<file path="src/rtl/eight_bit_sipo_rx_pkg.sv">
// Shared constants and types for the eight-bit serial-to-parallel receiver.
package eight_bit_sipo_rx_pkg;

    localparam int WIDTH = 8;
    localparam int CNT_W = 3;

    typedef enum logic {
        ST_IDLE  = 1'b0,
        ST_SHIFT = 1'b1
    } state_t;

    localparam logic DIR_MSB_FIRST = 1'b0;
    localparam logic DIR_LSB_FIRST = 1'b1;

    typedef logic [WIDTH-1:0] byte_t;

endpackage

</file>
<file path="src/rtl/eight_bit_sipo_rx_if.sv">
// Serial-in / byte-out bus; master is the serial producer plus byte consumer, slave is the receiver.
interface eight_bit_sipo_rx_if;
    import eight_bit_sipo_rx_pkg::*;

    logic  sin;
    logic  sin_valid;
    logic  start;
    logic  dir;
    logic  out_ready;
    logic  clear_err;
    byte_t out;
    logic  out_valid;
    logic  busy;
    logic  overrun;
    logic  framing_err;

    modport master (
        output sin, sin_valid, start, dir, out_ready, clear_err,
        input  out, out_valid, busy, overrun, framing_err
    );

    modport slave (
        input  sin, sin_valid, start, dir, out_ready, clear_err,
        output out, out_valid, busy, overrun, framing_err
    );

endinterface

</file>
<file path="src/rtl/eight_bit_sipo_rx_sipo_shift_core.sv">
// Shift register plus bit counter; o_next_data is the value the register takes on a capture,
// so the completed byte is available combinationally on the edge that captures bit 8.
module sipo_shift_core
    import eight_bit_sipo_rx_pkg::*;
(
    input  logic       clock,
    input  logic       reset,
    input  logic       i_first,
    input  logic       i_shift,
    input  logic       i_dir,
    input  logic       i_sin,
    output byte_t      o_next_data,
    output logic       o_last
);

    byte_t            r_data;
    logic [CNT_W-1:0] r_count;
    logic             r_dir;

    logic             w_dir;
    byte_t            w_base;
    logic             w_capture;

    // A first bit starts from a cleared register with the freshly sampled direction.
    always_comb begin
        w_dir  = i_first ? i_dir : r_dir;
        w_base = i_first ? '0 : r_data;
        if (w_dir == DIR_MSB_FIRST) begin
            o_next_data = {w_base[WIDTH-2:0], i_sin};
        end else begin
            o_next_data = {i_sin, w_base[WIDTH-1:1]};
        end
    end

    assign w_capture = i_first | i_shift;
    assign o_last    = (r_count == CNT_W'(WIDTH - 1));

    always_ff @(posedge clock) begin
        if (!reset) begin
            r_data  <= '0;
            r_count <= '0;
            r_dir   <= DIR_MSB_FIRST;
        end else if (w_capture) begin
            r_data  <= o_next_data;
            // The 3-bit counter wraps 7 -> 0 naturally on the completing bit.
            r_count <= i_first ? CNT_W'(1) : r_count + CNT_W'(1);
            if (i_first) begin
                r_dir <= i_dir;
            end
        end
    end

endmodule

</file>
<file path="src/rtl/eight_bit_sipo_rx.sv">
// Serial-to-parallel byte receiver: byte valid the cycle after its 8th bit is captured.
// One-deep output buffer; a byte completing while the buffer is full and not consumed is dropped (overrun).
module eight_bit_sipo_rx
    import eight_bit_sipo_rx_pkg::*;
#(
    parameter int WIDTH = 8
)(
    input  logic                clock,
    input  logic                reset,
    eight_bit_sipo_rx_if.slave  bus
);

    state_t           r_state;
    state_t           w_state_next;
    logic [WIDTH-1:0] r_out;
    logic             r_out_valid;
    logic             r_overrun;
    logic             r_framing_err;

    logic             w_first;
    logic             w_shift;
    logic             w_abort;
    logic             w_done;
    logic             w_last;
    logic             w_consume;
    logic             w_load;
    logic             w_drop;
    byte_t            w_next_data;

    sipo_shift_core u_core (
        .clock       (clock),
        .reset       (reset),
        .i_first     (w_first),
        .i_shift     (w_shift),
        .i_dir       (bus.dir),
        .i_sin       (bus.sin),
        .o_next_data (w_next_data),
        .o_last      (w_last)
    );

    always_ff @(posedge clock) begin
        if (!reset) begin
            r_state <= ST_IDLE;
        end else begin
            r_state <= w_state_next;
        end
    end

    always_comb begin
        w_state_next = r_state;
        w_first      = 1'b0;
        w_shift      = 1'b0;
        w_abort      = 1'b0;
        w_done       = 1'b0;
        case (r_state)
            ST_IDLE: begin
                if (bus.sin_valid && bus.start) begin
                    w_first      = 1'b1;
                    w_state_next = ST_SHIFT;
                end
            end
            ST_SHIFT: begin
                if (bus.sin_valid) begin
                    if (bus.start) begin
                        // Early start: restart the frame on this bit, remain in SHIFT.
                        w_first = 1'b1;
                        w_abort = 1'b1;
                    end else begin
                        w_shift = 1'b1;
                        if (w_last) begin
                            w_done       = 1'b1;
                            w_state_next = ST_IDLE;
                        end
                    end
                end
            end
            default: w_state_next = ST_IDLE;
        endcase
    end

    assign w_consume = r_out_valid & bus.out_ready;
    assign w_load    = w_done & (~r_out_valid | bus.out_ready);
    assign w_drop    = w_done & r_out_valid & ~bus.out_ready;

    always_ff @(posedge clock) begin
        if (!reset) begin
            r_out       <= '0;
            r_out_valid <= 1'b0;
        end else if (w_load) begin
            r_out       <= w_next_data;
            r_out_valid <= 1'b1;
        end else if (w_consume) begin
            r_out_valid <= 1'b0;
        end
    end

    // Set events win over a same-edge clear.
    always_ff @(posedge clock) begin
        if (!reset) begin
            r_overrun     <= 1'b0;
            r_framing_err <= 1'b0;
        end else begin
            if (w_drop) begin
                r_overrun <= 1'b1;
            end else if (bus.clear_err) begin
                r_overrun <= 1'b0;
            end
            if (w_abort) begin
                r_framing_err <= 1'b1;
            end else if (bus.clear_err) begin
                r_framing_err <= 1'b0;
            end
        end
    end

    assign bus.out         = r_out;
    assign bus.out_valid   = r_out_valid;
    assign bus.busy        = (r_state == ST_SHIFT);
    assign bus.overrun     = r_overrun;
    assign bus.framing_err = r_framing_err;

endmodule
</file>
<file path="src/flat_wrapper.sv">
// flat-port wrapper written by rule: the top's interface ports become plain ports
module eight_bit_sipo_rx_flat import eight_bit_sipo_rx_pkg::*;
#(
    parameter int WIDTH = 8
)
  (clock, reset, bus_sin, bus_sin_valid, bus_start, bus_dir, bus_out_ready, bus_clear_err, bus_out, bus_out_valid, bus_busy, bus_overrun, bus_framing_err);
  eight_bit_sipo_rx_if bus_i ();
  input  logic clock;
  input  logic reset;
  input wire logic [$bits(bus_i.sin)-1:0] bus_sin;
  input wire logic [$bits(bus_i.sin_valid)-1:0] bus_sin_valid;
  input wire logic [$bits(bus_i.start)-1:0] bus_start;
  input wire logic [$bits(bus_i.dir)-1:0] bus_dir;
  input wire logic [$bits(bus_i.out_ready)-1:0] bus_out_ready;
  input wire logic [$bits(bus_i.clear_err)-1:0] bus_clear_err;
  output wire logic [$bits(bus_i.out)-1:0] bus_out;
  output wire logic [$bits(bus_i.out_valid)-1:0] bus_out_valid;
  output wire logic [$bits(bus_i.busy)-1:0] bus_busy;
  output wire logic [$bits(bus_i.overrun)-1:0] bus_overrun;
  output wire logic [$bits(bus_i.framing_err)-1:0] bus_framing_err;
  assign bus_i.sin = bus_sin;
  assign bus_i.sin_valid = bus_sin_valid;
  assign bus_i.start = bus_start;
  assign bus_i.dir = bus_dir;
  assign bus_i.out_ready = bus_out_ready;
  assign bus_i.clear_err = bus_clear_err;
  assign bus_out = bus_i.out;
  assign bus_out_valid = bus_i.out_valid;
  assign bus_busy = bus_i.busy;
  assign bus_overrun = bus_i.overrun;
  assign bus_framing_err = bus_i.framing_err;
  eight_bit_sipo_rx #(.WIDTH(WIDTH)) u_core (.clock(clock), .reset(reset), .bus(bus_i));
endmodule
</file>
<file path="config.mk">
export PLATFORM = sky130hd
export DESIGN_NAME = eight_bit_sipo_rx_flat
export DESIGN_NICKNAME = d
export VERILOG_FILES = /design/src/rtl/eight_bit_sipo_rx_pkg.sv /design/src/rtl/eight_bit_sipo_rx_if.sv /design/src/rtl/eight_bit_sipo_rx_sipo_shift_core.sv /design/src/rtl/eight_bit_sipo_rx.sv /design/src/flat_wrapper.sv
export SDC_FILE = /design/constraint.sdc
export NUM_CORES = 1
export LEC_CHECK = 0
export BUFFER_PORTS_ARGS = -buffer_cell sky130_fd_sc_hd__buf_2
export CORE_ASPECT_RATIO = 0.75
export CORE_MARGIN = 4
export CORE_UTILIZATION = 50
export CTS_BUF_LIST = sky130_fd_sc_hd__clkbuf_2 sky130_fd_sc_hd__clkbuf_4 sky130_fd_sc_hd__clkbuf_8
export DETAILED_ROUTE_END_ITERATION = 8
export PLACE_DENSITY = 0.84
export SETUP_SLACK_MARGIN = 0.3
export SLEW_MARGIN = 10
export SYNTH_ARGS = -nofsm -noshare
export SYNTH_HDL_FRONTEND = slang
export SYNTH_HIERARCHICAL = 1
export SYNTH_SLANG_ARGS = --single-unit
export TNS_END_PERCENT = 50
</file>
<file path="constraint.sdc">
create_clock -name clock -period 1.2 [get_ports clock]
set_input_delay 0.18 -clock clock [delete_from_list [all_inputs] [get_ports clock]]
set_output_delay 0.18 -clock clock [all_outputs]
set_load 0.01 [all_outputs]
</file>
# [Word level (Yosys, flattened, before mapping)]
# Cells that the tools add are included.
[totals] word_cells=48 regBits=24 output_inout_bits=12 in_bits=8
[classes] reduce_logical=4 n_bitwise=9 n_addsub=1 eq_ne=1 n_mux=25
[op_table] cell="$mux 1" n=20
[op_table] cell="$mux 8" n=2
[op_table] cell="$reduce_bool 2->1" n=3
[op_table] cell="$and 1x1->1" n=4
[op_table] cell="$pmux 1 s2" n=2
[op_table] cell="$add 3x1->3 const B" n=1
[op_table] cell="$eq 3x3->1 const B" n=1
[op_table] cell="$mux 3" n=1
[op_table] cell="$not 1->1" n=3
[op_table] cell="$or 1x1->1" n=2
[op_table] cell="$logic_and 1x1->1" n=1

# [Longest topological paths before layout]
[depth] ltp_word=8 depth_mapped=6 depth_no_buf=5

# [Hierarchy]
# The synthesis kept the hierarchy.
[by_module_without_submodules] mod="sipo_shift_core" seq_area_each_um2=240.2 instances=1 area_each_um2=620.6 cells_each=64
[by_module_without_submodules] mod="eight_bit_sipo_rx" seq_area_each_um2=240.2 instances=1 area_each_um2=513.0 cells_each=53

# [Worst setup path after synthesis]
# OpenSTA, ideal clock, no wires.
[synth_path] path_type="register -> register" start="register u_core.r_state, in the netlist u_core/bus.busy" end="register u_core.u_core.r_data[0]" required_time_ps=1084 setup_ps=116 n_path_buf=1 arrival_time_ps=1197 path_stages_with_launch=6 synth_period_minus_slack_ps=1313 path_slack_ps=-113 cell_sequence="dfxtp_1 > and3b_1 > buf_2 > or2_1 > o221ai_1 > o211a_1"
[synth_between] word_cells_on_any_way=7 cone_classes="5 x mux; 2 x bitwise"
[synth_rtl] item="from (decl)" line="eight_bit_sipo_rx.sv:13" rtl="state_t r_state;"
[synth_rtl] item="from (signal assigned)" line="eight_bit_sipo_rx.sv:45" rtl="r_state <= w_state_next;"
[synth_rtl] item="$mux 1" line="eight_bit_sipo_rx.sv:55" rtl="case (r_state)"
[synth_rtl] item="net u_core.w_shift" line="eight_bit_sipo_rx.sv:21" rtl="logic w_shift;"
[synth_rtl] item="$or 1x1->1" line="eight_bit_sipo_rx_sipo_shift_core.sv:35" rtl="assign w_capture = i_first | i_shift;"
[synth_rtl] item="to (signal assigned)" line="eight_bit_sipo_rx_sipo_shift_core.sv:44" rtl="r_data <= o_next_data;"
[synth_rtl] item="to (decl)" line="eight_bit_sipo_rx_sipo_shift_core.sv:16" rtl="byte_t r_data;"
# The timed path passes the listed nets, and every way through them passes these cells.
# A chain may end at the register's enable or synchronous reset.

# [Worst setup path in the final report]
[layout_path] start="register u_core.u_core.r_count[1]" end="register u_core.r_overrun, in the netlist u_core/bus.overrun"
[layout_between] elab_chain_cells=8 word_cells_on_any_way=9 cone_classes="1 x eq/ne; 5 x mux; 2 x bitwise; 1 x reduce/logical"
[layout_lines] item="from (decl)" line="eight_bit_sipo_rx_sipo_shift_core.sv:17" rtl="logic [CNT_W-1:0] r_count;"
[layout_lines] item="from (signal assigned)" line="eight_bit_sipo_rx_sipo_shift_core.sv:46" rtl="r_count <= i_first ? CNT_W'(1) : r_count + CNT_W'(1);"
[layout_lines] item="$eq 3x3->1 *" line="eight_bit_sipo_rx_sipo_shift_core.sv:36" rtl="assign o_last = (r_count == CNT_W'(WIDTH - 1));"
[layout_lines] item="net u_core.w_last" line="eight_bit_sipo_rx.sv:24" rtl="logic w_last;"
[layout_lines] item="$mux 1 *" line="eight_bit_sipo_rx.sv:70" rtl="if (w_last) begin"
[layout_lines] item="$mux 1 *" line="eight_bit_sipo_rx.sv:64" rtl="if (bus.start) begin"
[layout_lines] item="$mux 1 *" line="eight_bit_sipo_rx.sv:63" rtl="if (bus.sin_valid) begin"
[layout_lines] item="$mux 1 *" line="eight_bit_sipo_rx.sv:55"
[layout_lines] item="$and 1x1->1 * (2 in series)" line="eight_bit_sipo_rx.sv:83" rtl="assign w_drop = w_done & r_out_valid & ~bus.out_ready;"
[layout_lines] item="$mux 1 or $reduce_bool 2->1 (tied branches)"
[layout_lines] item="to (signal assigned)" line="eight_bit_sipo_rx.sv:100" rtl="r_overrun <= 1'b0;"
[layout_lines] item="to (signal assigned)" line="eight_bit_sipo_rx.sv:104" rtl="r_overrun <= 1'b1;"
[layout_lines] item="to (signal assigned)" line="eight_bit_sipo_rx.sv:106" rtl="r_overrun <= 1'b0;"
[layout_lines] item="to (decl)" line="eight_bit_sipo_rx.sv:17" rtl="logic r_overrun;"
# Mark *: on every way through the listed nets, which the timed path passes. The rest lies on a longest branch.

==> metrics.cfg <==
[detailed_routing]
detailroute.wirelength.met3_um = 98
routed.top_layer = met4
detail-route-antenna-nets = 0
wl_per_cell_um = 14.4
routed_via_density = 5.31
wl_met1_um = 1120
detail_route.iter0.violations = 25
drtPass1Iterations = 4
wl_um = 2570
drc_errors = 0
detailroute.via_count = 945
met2_wirelength_um = 1330

[die]
chipHeight_um = 49.2
placeableCoreArea_um2 = 2080
fp.dieW_um = 63.0
num_rows = 14
io_pins = 20
die_area_um2 = 3100
start_util_pct = 54.4

[sta]
whs_ns = 0.134
rsz0062_at_grt = true
finalCriticalPeriod_ns = 1.31
number_of_max_slew_violations_in_the_final_report = 0
max_freq_mhz = 764
slew-limit-headroom_pct = 73.0
worst_clock_skew_on_the_final_layout_ns = 0.00447
layout_setup_ws_ns = -0.109
finalHoldViolations = 0
setup-violations-final = 10
final_min_period_over_clock_period_pct = 109
tightestPinTransition_ns = 0.405

[synth]
synth.top_cell.area_share_pct = 42.4
synthesis.nets = 127
post_synth.cell_area_avg_um2 = 9.69
synth_edf_count = 0
ys_ff_latch = 24
synthesis.yosys.warnings = 6
synth_area_leaders = dfxtp_1 (42%), mux2i_1 (17%), nand2_1 (6.0%)
syn-cell-area_um2 = 1130
ys_async_sr_fraction_pct = 0
synth_area_leader_cell = dfxtp_1
ys_types = 29
synth_sequential_area_ratio_pct = 42.4
gate_count_post_synth = 117
top_reg_cell_synth = dfxtp_1

[worst_setup_path]
end_kind = flip-flop
cp-start-kind = flip-flop
worstSetupStartpoint = u_core/u_core/r_count[1]
crit_fanout = 2
arrival_ns = 1.58
timing.critical_path.required_ns = 1.47
timing.setup.critical_path_class = reg2reg
ff2ff_path_depth = 7
critical_path.reg2reg.startpoint = u_core/u_core/r_count[1]

[global_route]
grt_pass1_wl_um = 4370
grt_start_max_net_pins = 15
globalRouteTotalUtil_pct = 17.8
initial_antenna_violation_count = 0
grt_remaining_overflow = 0
grt_pass1_vias = 939

[job]
maxCapViolations = 0

[clocking]
clock-sinks = 24
clk_pin_slew_ns = 0.13
htreeDepth = 1
cts_made_buffers = 3
tritoncts_clock_tree = yes
maximum_count_of_clock_buffers_along_a_single_path = 2
clk_root_buffer_cell = clkbuf_4
source_to_sink_clock_delay_at_the_later_pin_of_the_worst_skew_pair_ns = 0.32

[finish]
share_of_post_route_cells_with_drive_strength_above_1_pct = 49.4
insertedDiodeCount = 0
layout-area-overhead-vs-synth_pct = 41.9
fillCellCount = 141
final_cell_count_no_fill = 178
final_net_count = 165

[power]
share_comb_of_total_power_pct = 12.4
power.share.switching_pct = 22.5
power-per-cell-area_nw_per_um2 = 1010
max-vdd-ir-drop_mv = 0.632
seqPwrFrac_pct = 51.3
cellInternalPower_w = 0.00126
leakage_nw = 0.668
power.share.clock_pct = 36.3
switching_power_w = 0.000366

[min_path]
path_class_of_the_lowest_slack_min_delay_path = in2reg
hold_path_cell_cnt = 3
holdCritStartpoint = bus_clear_err

[placed_design]
post-dp-hpwl_um = 1650
port_buffers = 19
pre_cts_ws_ns = -0.150
globalplace.congestion = 0.793
dp_cells = 161

[run_status]
status = finished, violations left
violated_checks = negative setup slack

[per-stage QoR]
stage | power (W) | instance area, um^2 | TNS [ns] | util [%]
2_1_floorplan | 0.000947 | 1170 | -0.0399 | -
3_3_place_gp | 0.000990 | 1300 | -0.670 | 62.2
3_5_place_dp | 0.000997 | 1300 | -1.08 | 62.2
4_1_cts | 0.00161 | 1510 | -0.575 | 72.5
5_1_grt | 0.00169 | 1610 | -1.63 | 77.2
6_report | 0.00162 | 1610 | -0.792 | 77.2
[power by group through the flow]
stage               clock, W  combinational, W  sequential (W)
floorplan                  0          0.000102        0.000845
global placement           0          0.000144        0.000846
detailed placement         0          0.000150        0.000847
CTS                 0.000599          0.000183        0.000831
global route        0.000638          0.000220        0.000835
finish              0.000589          0.000202        0.000832
[synthesized netlist by cell type, drive strengths merged, types with 2 or more instances]
cell type / instances
o21ai: 2
a21boi: 2
a211oi: 6
dfxtp: 24
nor2: 14
clkbuf: 2
nor2b: 2
and2: 2
mux2i: 19
nand2b: 3
o211a: 2
buf: 7
ha: 2
o22ai: 2
nand2: 18
[layer usage]
layer	up-vias	GRT usage, %
met1	448	21.2
met2	16	31.2
met5	-	0
met4	0	4.40
met3	5	5.30
li1	476	-
[worst paths after layout]
kind                                  to  slack, ns
setup / recovery      u_core/bus.overrun      -0.11
hold / removal    u_core/bus.framing_err       0.13
setup reg to reg      u_core/bus.overrun      -0.11
hold reg to reg        u_core/bus.out[5]       0.47
[flip-flops by register name (all words and copies together) (netlist names)]
name / flops
u_core/bus.overrun: 1
u_core/bus.busy: 1
u_core/u_core/r_count: 3
u_core/bus.framing_err: 1
u_core/bus.out: 8
u_core/u_core/r_data: 8
u_core/u_core/r_dir: 1
u_core/bus.out_valid: 1
[final cells by class]
type	instances	area, um^2	area share (%)
clock buffer	3	22.5	1.40
clock inverter	1	30.0	1.87
sequential	24	492	30.6
tap	24	30.0	1.87
multi-input combinational	83	703	43.7
inverter	1	3.75	0.233
timing repair buffer	42	328	20.4
[worst max-delay path, stage by stage, from the launching register on]
cell	delay, ns
dfxtp_2	0.38
ha_4	0.14
ha_4	0.14
nand4b_4	0.11
buf_4	0.16
buf_6	0.11
o22ai_2	0.09
and2_1	0.13
[repair_timing]
item,4_1_cts,5_1_grt
setup endpoints to repair,33,35
hold buffers,0,0
pin swaps,8,5
gates cloned,1,0
hold endpoints to repair,0,0
gates resized for setup,28,9
buffers inserted,5,7
[cells in the final DEF (no fill, tap or decap), types with 2 or more instances in the layout]
cell      Yosys  layout
nor2_1       14      10
nand2_1      18      18
buf_4         0      16
mux2i_1      19      16
and2_1        2       2
buf_6         3      10
nand2b_1      2       2
nor2_4        0       4
buf_2         3      15
dfxtp_2       0       6
a211oi_2      0       6
o211a_1       2       2
ha_4          0       2
o21ai_1       2       2
clkbuf_4      0       3
mux2i_2       0       2
dfxtp_1      24      17
[cells by family after synthesis]
logic type | share of synthesized area (%)
adders and majority gates | 2.21
muxes | 16.8
DFF | 42.4
and+or+nand+nor | 19.6
xor gates and xnor gates | 0.773
buffers and inverters | 6.62
AOI/OAI and AO/OA | 11.6
(Power assumes the default switching activity.)
